`config.mk`:
```
export PLATFORM = sky130hd
export DESIGN_NAME = ifetch_buf
export DESIGN_NICKNAME = d
export VERILOG_FILES = /design/src/rtl/ifetch_buf_pkg.sv /design/src/rtl/ifetch_buf_fifo.sv /design/src/rtl/ifetch_buf.sv
export SDC_FILE = /design/constraint.sdc
export NUM_CORES = 1
export LEC_CHECK = 0
export ABC_CLOCK_PERIOD_IN_PS = 6900
export CORE_MARGIN = 2
export CORE_UTILIZATION = 55
export CTS_BUF_LIST = sky130_fd_sc_hd__clkbuf_4 sky130_fd_sc_hd__clkbuf_8 sky130_fd_sc_hd__clkbuf_16
export CTS_CLUSTER_DIAMETER = 200
export DETAILED_ROUTE_END_ITERATION = 6
export PLACE_DENSITY = 0.86
export SKIP_LAST_GASP = 1
export SLEW_MARGIN = 20
export SYNTH_ARGS = -nofsm -noshare
export SYNTH_HDL_FRONTEND = slang
export SYNTH_SLANG_ARGS = --single-unit
```
`constraint.sdc`:
```
create_clock -name clk -period 6.9 [get_ports clk]
set_input_delay 1.38 -clock clk [delete_from_list [all_inputs] [get_ports clk]]
set_output_delay 1.38 -clock clk [all_outputs]
set_load 0.05 [all_outputs]
```
`src/rtl/ifetch_buf_pkg.sv`:
```
// Shared types and constants for the instruction fetch buffer.
// Bus geometry, word-access code, FSM encoding and the FIFO entry layout.
package ifetch_buf_pkg;

  localparam int XLEN        = 32;
  localparam int BUS_WIDTH   = 32;
  localparam int BUS_ACC_CNT = 4;
  localparam int ACC_W       = $clog2(BUS_ACC_CNT);

  // Access-size code driven on m_acc: 0=byte, 1=half, 2=word.
  localparam logic [ACC_W-1:0] ACC_WORD = ACC_W'(2);

  typedef enum logic [1:0] {
    ST_RUN,
    ST_DRAIN,
    ST_HALT
  } state_t;

  typedef struct packed {
    logic [XLEN-1:0]      pc;
    logic [BUS_WIDTH-1:0] instr;
    logic                 fault;
  } fetch_ent_t;

endpackage

```
`src/rtl/ifetch_buf_fifo.sv`:
```
// Synchronous FIFO with flush; head entry and occupancy come straight from registers.
// DEPTH must be a power of two so the pointers wrap without extra logic.
module ifetch_fifo #(
  parameter int DEPTH = 2,
  parameter int WIDTH = 8
) (
  input  logic                     clk,
  input  logic                     rst,
  input  logic                     flush,
  input  logic                     push,
  input  logic [WIDTH-1:0]         din,
  input  logic                     pop,
  output logic [WIDTH-1:0]         dout,
  output logic                     valid,
  output logic [$clog2(DEPTH):0]   cnt
);

  localparam int AW = $clog2(DEPTH);
  localparam logic [AW:0] FULL_CNT = (AW+1)'(DEPTH);

  logic [WIDTH-1:0] mem_reg [DEPTH];
  logic [AW-1:0]    rd_ptr_reg;
  logic [AW-1:0]    wr_ptr_reg;
  logic [AW:0]      cnt_reg;
  logic             do_push;
  logic             do_pop;

  // When full, a push may still land in the slot the head is vacating.
  assign do_pop  = pop && (cnt_reg != '0);
  assign do_push = push && ((cnt_reg != FULL_CNT) || do_pop);

  always_ff @(posedge clk) begin
    if (rst) begin
      for (int i = 0; i < DEPTH; i++) mem_reg[i] <= '0;
      rd_ptr_reg <= '0;
      wr_ptr_reg <= '0;
      cnt_reg    <= '0;
    end else if (flush) begin
      rd_ptr_reg <= '0;
      wr_ptr_reg <= '0;
      cnt_reg    <= '0;
    end else begin
      if (do_push) begin
        mem_reg[wr_ptr_reg] <= din;
        wr_ptr_reg          <= wr_ptr_reg + 1'b1;
      end
      if (do_pop) rd_ptr_reg <= rd_ptr_reg + 1'b1;
      cnt_reg <= cnt_reg + {{AW{1'b0}}, do_push} - {{AW{1'b0}}, do_pop};
    end
  end

  assign dout  = mem_reg[rd_ptr_reg];
  assign valid = (cnt_reg != '0);
  assign cnt   = cnt_reg;

endmodule

```
`src/rtl/ifetch_buf.sv`:
```
// Instruction fetch unit: sequential word fetches, one outstanding bus transaction,
// prefetch FIFO toward decode, redirect flush with stale-response draining.
module ifetch_buf
  import ifetch_buf_pkg::*;
#(
  parameter logic [XLEN-1:0] RESET_PC   = 32'h0000_0000,
  parameter int              FIFO_DEPTH = 2
) (
  input  logic                 clk,
  input  logic                 rst,
  input  logic                 redir,
  input  logic [XLEN-1:0]      redir_pc,
  output logic                 o_valid,
  input  logic                 o_ready,
  output logic [XLEN-1:0]      o_pc,
  output logic [BUS_WIDTH-1:0] o_instr,
  output logic                 o_fault,
  output logic                 m_req,
  output logic [XLEN-1:0]      m_addr,
  output logic                 m_w_rb,
  output logic [ACC_W-1:0]     m_acc,
  output logic [BUS_WIDTH-1:0] m_wdata,
  input  logic                 m_resp,
  input  logic [BUS_WIDTH-1:0] m_rdata,
  input  logic                 m_fault,
  input  logic                 bus_fault
);

  localparam int CW = $clog2(FIFO_DEPTH) + 1;
  localparam logic [CW:0] DEPTH_W = (CW+1)'(FIFO_DEPTH);

  state_t          state_reg, state_next;
  logic [XLEN-1:0] fetch_pc_reg, fetch_pc_next;
  logic [XLEN-1:0] pend_pc_reg, pend_pc_next;
  logic            outst_reg, outst_next;
  logic            pfault_reg, pfault_next;
  logic [CW-1:0]   cnt;
  logic            pop, old_done, old_fault, issue, new_resp, new_bf, defer, push, cap_ok;
  fetch_ent_t      push_ent, head_ent;

  assign pop       = o_valid && o_ready;
  // pfault_reg marks an outstanding slot whose bus_fault was already seen; it retires next cycle.
  assign old_done  = outst_reg && (m_resp || pfault_reg);
  assign old_fault = pfault_reg || m_fault;
  assign cap_ok    = ({1'b0, cnt} + {{CW{1'b0}}, outst_reg}) < (DEPTH_W + {{CW{1'b0}}, pop});

  assign issue = !rst && (state_reg == ST_RUN) && !redir && cap_ok &&
                 (!outst_reg || (old_done && !old_fault));
  assign new_resp = issue && !outst_reg && m_resp;
  assign new_bf   = issue && bus_fault;
  // A bus_fault on a request issued while the previous one retires cannot share the push port.
  assign defer    = new_bf && old_done;
  assign push     = !redir && (state_reg != ST_DRAIN) && (old_done || new_resp || new_bf);

  always_comb begin
    push_ent = '0;
    if (old_done) begin
      push_ent.pc    = pend_pc_reg;
      push_ent.instr = pfault_reg ? '0 : m_rdata;
      push_ent.fault = old_fault;
    end else begin
      push_ent.pc    = fetch_pc_reg;
      push_ent.instr = new_bf ? '0 : m_rdata;
      push_ent.fault = new_bf || m_fault;
    end
  end

  always_comb begin
    state_next    = state_reg;
    fetch_pc_next = fetch_pc_reg;
    pend_pc_next  = pend_pc_reg;
    outst_next    = outst_reg;
    pfault_next   = 1'b0;
    if (redir) begin
      fetch_pc_next = redir_pc & ~XLEN'(3);
      outst_next    = outst_reg && !old_done;
      state_next    = outst_next ? ST_DRAIN : ST_RUN;
    end else begin
      if (issue) begin
        fetch_pc_next = fetch_pc_reg + XLEN'(4);
        pend_pc_next  = fetch_pc_reg;
      end
      outst_next  = (outst_reg && !old_done) || (issue && !new_resp && !new_bf) || defer;
      pfault_next = defer;
      if (state_reg == ST_DRAIN) begin
        if (old_done) state_next = ST_RUN;
      end else if (push && push_ent.fault) begin
        state_next = ST_HALT;
      end
    end
  end

  always_ff @(posedge clk) begin
    if (rst) begin
      state_reg    <= ST_RUN;
      fetch_pc_reg <= RESET_PC;
      pend_pc_reg  <= '0;
      outst_reg    <= 1'b0;
      pfault_reg   <= 1'b0;
    end else begin
      state_reg    <= state_next;
      fetch_pc_reg <= fetch_pc_next;
      pend_pc_reg  <= pend_pc_next;
      outst_reg    <= outst_next;
      pfault_reg   <= pfault_next;
    end
  end

  ifetch_fifo #(
    .DEPTH (FIFO_DEPTH),
    .WIDTH ($bits(fetch_ent_t))
  ) u_fifo (
    .clk   (clk),
    .rst   (rst),
    .flush (redir),
    .push  (push),
    .din   (push_ent),
    .pop   (pop),
    .dout  (head_ent),
    .valid (o_valid),
    .cnt   (cnt)
  );

  assign o_pc    = head_ent.pc;
  assign o_instr = head_ent.instr;
  assign o_fault = head_ent.fault;
  assign m_req   = issue;
  assign m_addr  = fetch_pc_reg;
  assign m_w_rb  = 1'b0;
  assign m_acc   = ACC_WORD;
  assign m_wdata = '0;

endmodule

```
==> Word level (Yosys, flattened, before mapping) <==
Memories as Yosys holds them, arrays and structs flattened. A register that Yosys moved wholly into a read port is not among the register bits.
Index checks and enable logic that the tools add are counted.
{ "classes": {"add_sub_neg": 7, "n_reduce_logical": 43, "div": 0, "muxes": 22, "n_mul": 0, "n_bitwise": 1, "order_cmp": 1, "n_shift": 0, "eq_ne": 4} }
{ "op_table": {"columns": ["operator", "count"], "rows": [
  ["2-to-1 mux 65 bit", 2],
  ["2-to-1 mux 32 bit", 4],
  ["OR reduction 65 bit", 1],
  ["adder 32 x 3 -> 32 bit, second input constant", 1],
  ["logical AND 1 bit", 19],
  ["2-to-1 mux 1 bit", 12],
  ["logical OR 1 bit", 9],
  ["2-to-1 mux 2 bit", 4],
  ["logical NOT 1 bit", 7],
  ["AND reduction 2 bit", 2],
  ["nonzero test 2 bit", 2],
  ["adder 2 x 1 -> 3 bit", 1],
  ["adder 2 x 1 -> 3 bit, first input constant", 1],
  ["< comparator 3 bit", 1],
  ["!= test 3 bit, second input constant", 1],
  ["nonzero test 3 bit", 1],
  ["adder 1 bit, second input constant", 2],
  ["adder 2 x 1 -> 2 bit", 1],
  ["equality test 2 x 1 -> 1 bit, second input constant", 1],
  ["logical NOT 2 bit", 1],
  ["!= test 2 x 1 -> 1 bit, second input constant", 1],
  ["!= test 2 bit, second input constant", 1],
  ["OR reduction 2 bit", 1],
  ["subtractor 2 x 1 -> 2 bit", 1],
  ["NOT 1 bit", 1]
]} }
{ "totals": {"in_bits": 71, "rom_bits": 0, "register_bits": 72, "mem_count": 1, "output_inout_bits": 134, "ram_bits": 130, "wordCells": 88, "latchBits": 0} }
{ "memory_table": {"columns": ["memory", "words", "width", "rd", "rd_clocked_by_memory_dff", "write_ports", "line", "rtl"], "rows": [
  ["u_fifo.mem_reg", 2, 65, 1, 1, 2, "ifetch_buf_fifo.sv:21", "logic [WIDTH-1:0] mem_reg [DEPTH];"]
]} }

==> Logic depth before layout (Yosys ltp) <==
{ "depth": {"depth_word": 18, "ltp_mapped": 10, "ltp_nobuf": 9} }

==> Hierarchy <==
Synthesis repeated with hierarchy kept, for this count alone.
{ "unflattened": {"cells_unflattened": 890, "area_unflattened_um2": 9943.3} }
{ "by_module_without_submodules": {"columns": ["mod", "cells_per_inst", "area_per_inst_um2", "n_inst", "seq_area_each_um2"], "rows": [
  ["ifetch_fifo", 372, 5947.0, 1, 4003.8],
  ["ifetch_buf", 518, 3996.3, 1, 1281.2]
]} }

==> Worst setup path after synthesis <==
OpenSTA, ideal clock, no wires.
{ "synth_timing": {"kind": "input-to-output", "from": "input port rst", "to": "output port m_req", "arrival_time_ns": 3.375, "stages": 8, "setup_slack_ns": 2.145, "path_buffers": 4, "required_ns": 5.520, "cell_sequence": "buf_2 -> or2_1 -> clkbuf_1 -> nor4_2 -> nand3_1 -> inv_1 -> clkbuf_1 -> clkbuf_1"} }
{ "synth_via": {"elab_chain_cells": 5} }
{ "synth_lines": {"columns": ["element", "line", "rtl"], "rows": [
  ["start, declared", "ifetch_buf.sv:10", "input logic rst,"],
  ["logical NOT 1 bit", "ifetch_buf.sv:47", "assign issue = !rst && (state_reg == ST_RUN) && !redir && cap_ok &&"],
  ["logical AND 1 bit (4 in a row)", "ifetch_buf.sv:47", null],
  ["end, declared", "ifetch_buf.sv:18", "output logic m_req,"]
]} }
Every way passes these cells.

==> Worst setup path in the final report <==
{ "layout_timing": {"from": "input port redir", "to": "output port m_req"} }
{ "layout_via": {"elab_chain_cells": 4} }
{ "layout_lines": {"columns": ["element", "line", "rtl"], "rows": [
  ["start, declared", "ifetch_buf.sv:11", "input logic redir,"],
  ["logical NOT 1 bit", "ifetch_buf.sv:47", null],
  ["logical AND 1 bit (3 in a row)", "ifetch_buf.sv:47", null]
]} }
Every way passes these cells.

==> flow_summary.html <==
<table>
<tr><th>Metric</th><th>Value</th></tr>
<tr><th colspan="2">Power</th></tr>
<tr><td>Max IR drop VDD</td><td>0.000201 V</td></tr>
<tr><td>LEAKAGE</td><td>4.28 nW</td></tr>
<tr><td>Power per standard cell area</td><td>243 mW/mm²</td></tr>
<tr><th colspan="2">Floorplan</th></tr>
<tr><td>Number of top-level pins</td><td>205</td></tr>
<tr><td>Die width</td><td>134 µm</td></tr>
<tr><td>Core box area</td><td>0.0165 mm²</td></tr>
<tr><td>Die height</td><td>134 µm</td></tr>
<tr><td>Number of placement rows</td><td>47</td></tr>
<tr><td>Starting Density</td><td>56.1%</td></tr>
<tr><td>Die ar.</td><td>0.0179 mm²</td></tr>
<tr><th colspan="2">Global route</th></tr>
<tr><td>Via count of the first global-routing pass</td><td>6,760</td></tr>
<tr><td>Wire length of the first global-routing pass</td><td>34,400 µm</td></tr>
<tr><td>Remaining Overflow, GRT</td><td>0</td></tr>
<tr><td>Maximum number of pins on one net before global-route repair</td><td>72</td></tr>
<tr><td>Global routing usage summed across all routing layers</td><td>24.7%</td></tr>
<tr><td>Antenna violations before repair</td><td>0</td></tr>
<tr><th colspan="2">Timing</th></tr>
<tr><td>Achievable Freq</td><td>0.208 GHz</td></tr>
<tr><td>Hold violation total from the final report</td><td>0</td></tr>
<tr><td>Worst Tran Pin Value</td><td>0.874 ns</td></tr>
<tr><td>Final total negative setup slack</td><td>0 ns</td></tr>
<tr><td>Final WS setup</td><td>2.08 ns</td></tr>
<tr><td>Unrepaired setup endpoints after global routing</td><td>false</td></tr>
<tr><td>Setup violators final</td><td>0</td></tr>
<tr><td>Clock tree skew after final layout</td><td>0.00628 ns</td></tr>
<tr><td>Slew headroom</td><td>41.2%</td></tr>
<tr><td>Final Slew Violations</td><td>0</td></tr>
<tr><td>Shortest period the worst path allows</td><td>4.82 ns</td></tr>
<tr><td>Post-route fraction of the period consumed by the critical path</td><td>69.8%</td></tr>
<tr><th colspan="2">Detailed routing</th></tr>
<tr><td>Routed wire length per instance</td><td>17.6 µm</td></tr>
<tr><td>Count of vias placed by the detailed router</td><td>7,067</td></tr>
<tr><td>Number of nets with antenna violations after detailed routing</td><td>0</td></tr>
<tr><td>Via density per instance</td><td>5.65</td></tr>
<tr><td>First-iteration detailed-routing DRC count</td><td>674</td></tr>
<tr><td>DRC violations left</td><td>0</td></tr>
<tr><td>Final WL</td><td>22,000 µm</td></tr>
<tr><td>First-pass DRT Iterations</td><td>7</td></tr>
<tr><th colspan="2">CTS</th></tr>
<tr><td>Number of sinks handled by clock tree synthesis</td><td>195</td></tr>
<tr><td>Longest Clk Path Bufs</td><td>2</td></tr>
<tr><td>Count of hold-fix buffers inserted at cts</td><td>0</td></tr>
<tr><td>Number of instances resized during post-cts repair</td><td>0</td></tr>
<tr><td>Clock-pin slew on the worst setup and hold paths</td><td>0.06 ns</td></tr>
<tr><td>Skew-Pair Late Insertion Delay</td><td>0.43 ns</td></tr>
<tr><td>Number of H-tree branching levels</td><td>4</td></tr>
<tr><td>Root buffer cell</td><td>sky130_fd_sc_hd__clkbuf_16</td></tr>
<tr><td>Post-CTS Repair Setup Buffers</td><td>0</td></tr>
<tr><td>TritonCTS clock tree</td><td>yes</td></tr>
<tr><td>Number of CTS-inserted buffers</td><td>17</td></tr>
<tr><th colspan="2">Run status</th></tr>
<tr><td>Status</td><td>completed</td></tr>
<tr><th colspan="2">Synth</th></tr>
<tr><td>Mapped cell area</td><td>0.00927 mm²</td></tr>
<tr><td>Post-Synthesis Mean Instance Area</td><td>10.4 µm²</td></tr>
<tr><td>Cells after synthesis</td><td>889</td></tr>
<tr><td>Portion of synthesized cell area occupied by the leading cell type</td><td>40.8%</td></tr>
<tr><td>Yosys synthesis warning count</td><td>0</td></tr>
<tr><td>Count of state elements after synthesis</td><td>195</td></tr>
<tr><td>Synth unique cells</td><td>52</td></tr>
<tr><td>Number of enable-type register cells in the synthesized netlist</td><td>126</td></tr>
<tr><td>Post-synth top area cell</td><td>sky130_fd_sc_hd__edfxtp_1</td></tr>
<tr><td>Share of async-settable or async-resettable flops after synthesis</td><td>0%</td></tr>
<tr><td>Largest cells by area after synthesis</td><td>sky130_fd_sc_hd__edfxtp_1 (41%), sky130_fd_sc_hd__dfxtp_1 (15%), sky130_fd_sc_hd__mux2_2 (7.8%)</td></tr>
<tr><td>Seq/Total Area, Yosys</td><td>55.7%</td></tr>
<tr><td>Synth Flop Type</td><td>sky130_fd_sc_hd__edfxtp_1</td></tr>
<tr><th colspan="2">Final layout</th></tr>
<tr><td>Filler Cells Inserted</td><td>1,206</td></tr>
<tr><td>Diodes inserted</td><td>0</td></tr>
<tr><td>Commonest non-fill, non-tap cell in the layout</td><td>sky130_fd_sc_hd__clkdlybuf4s50_1</td></tr>
<tr><td>Commonest cells after routing, fill and taps aside</td><td>sky130_fd_sc_hd__clkdlybuf4s50_1 (161), sky130_fd_sc_hd__nor2_1 (147), sky130_fd_sc_hd__edfxtp_1 (126), sky130_fd_sc_hd__nand2_1 (125), sky130_fd_sc_hd__dfxtp_1 (68)</td></tr>
<tr><td>Area growth syn-to-layout</td><td>23.2%</td></tr>
<tr><td>Number of flip-flops under the largest register name</td><td>126</td></tr>
<tr><td>Fraction of final layout cells sized beyond drive strength 1</td><td>11.8%</td></tr>
<tr><td># nets final</td><td>1,094</td></tr>
<tr><th colspan="2">Worst setup path</th></tr>
<tr><td>Worst path max stage delay</td><td>0.54 ns</td></tr>
<tr><td>Data required time of the worst path</td><td>5.52 ns</td></tr>
<tr><td>Nature of the critical path startpoint</td><td>input port</td></tr>
<tr><td>Standard cell with the maximum stage delay on the critical path</td><td>sky130_fd_sc_hd__nor4_2</td></tr>
<tr><td>Crit path max fanout</td><td>30</td></tr>
<tr><td>Kind of capture point of the worst setup path</td><td>output port</td></tr>
<tr><td>Path type of the worst setup path</td><td>input port to output port</td></tr>
<tr><td>Cell-by-cell trace of the critical path</td><td>clkdlybuf4s50_1, buf_4, or2_1, nor4_2, nand3_2, clkinv_1, buf_12</td></tr>
<tr><td>Arr. time, crit path</td><td>3.44 ns</td></tr>
<tr><th colspan="2">Placed design</th></tr>
<tr><td>Detailed-placement wirelength estimate</td><td>13,700 µm</td></tr>
<tr><td>Placement Setup Slack</td><td>1.87 ns</td></tr>
<tr><td>Final GP Congestion</td><td>0.880</td></tr>
<tr><td>Quantity of I/O buffers inserted on ports</td><td>163</td></tr>
<tr><th colspan="2">Hold path</th></tr>
<tr><td>Class of the most critical hold timing path</td><td>flip-flop to flip-flop</td></tr>
<tr><th colspan="2">Flow run</th></tr>
<tr><td>Number of max-cap violations</td><td>0</td></tr>
</table>
==> cells by family (layout without fill, tap and decap cells) <==
group / count (synthesis) / after routing / share of synthesized area [%]
simple gates: 355 / 355 / 16.6
flops: 195 / 195 / 55.7
buf+inv: 115 / 220 / 7.31
compound gates: 113 / 113 / 7.66
mux: 95 / 95 / 11.1
xor+xnor: 9 / 9 / 0.850
fa+ha+maj: 5 / 5 / 0.675
other cells: 2 / 39 / 0.0810
==> cell type report <==
cell class / instances / area, µm² / area share [%]
inverter: 13 / 48.8 / 0.427
timing repair buffer: 175 / 1730 / 15.1
clock buffer: 21 / 485 / 4.25
tap: 220 / 275 / 2.41
clock inverter: 11 / 125 / 1.10
multi-input combinational: 616 / 3600 / 31.5
sequential: 195 / 5170 / 45.2
==> synth_stat cells (7+ instances only) <==
master / instances
sky130_fd_sc_hd__nand3_1: 21
sky130_fd_sc_hd__inv_1: 13
sky130_fd_sc_hd__clkbuf_1: 45
sky130_fd_sc_hd__buf_6: 12
sky130_fd_sc_hd__xor2_1: 7
sky130_fd_sc_hd__nand2_1: 125
sky130_fd_sc_hd__buf_4: 41
sky130_fd_sc_hd__nor4_1: 13
sky130_fd_sc_hd__mux2i_1: 31
sky130_fd_sc_hd__a22oi_1: 11
sky130_fd_sc_hd__o22ai_1: 7
sky130_fd_sc_hd__nand2b_1: 7
sky130_fd_sc_hd__a21oi_1: 45
sky130_fd_sc_hd__edfxtp_1: 126
sky130_fd_sc_hd__a31oi_1: 13
sky130_fd_sc_hd__or4_1: 9
sky130_fd_sc_hd__mux2_2: 64
sky130_fd_sc_hd__nor2_1: 147
sky130_fd_sc_hd__dfxtp_1: 69
sky130_fd_sc_hd__o21ai_0: 8
sky130_fd_sc_hd__nand4_1: 11
==> path summary, 6_finish.rpt <==
path	from	end	slack (ns)	depth (start not counted)
max	redir	m_req	2.08	7
min reg2reg	pend_pc_reg[20]	pend_pc_reg[20]	0.45	2
min	pend_pc_reg[20]	pend_pc_reg[20]	0.45	2
max reg2reg	outst_reg	u_fifo.mem_reg[1][22]	3.34	7
==> where the power goes <==
part           internal (mW)  switching (mW)
clock                  0.580           0.420
combinational          0.146           0.298
sequential              1.29          0.0413
total                   2.02           0.759
==> through the flow <==
step	utilization, %	power (mW)	instance area (µm²)	instances	hold WS [ns]
floorplan	-	1.66	9410	926	0.436
global placement	65.5	1.79	10800	1219	0.441
detailed placement	65.5	1.80	10800	1219	0.446
finish	69.1	2.78	11400	1251	0.453
global route	69.1	2.86	11400	1251	0.471
CTS	69.1	2.78	11400	1251	0.455
==> layer usage <==
layer	track usage [%]	vias up	wire length (µm)
met5	0	-	0
met4	9.93	0	473
met3	5.48	45	1820
li1	-	3319	-
met2	40.5	366	10700
met1	32.0	3337	9060
==> critical path: cells and delay by family <==
kind | cells | cell delay [ns]
buffers and inverters | 4 | 0.90
AND/OR/NAND/NOR | 3 | 1.11
Power figures use the tool's default switching activity.
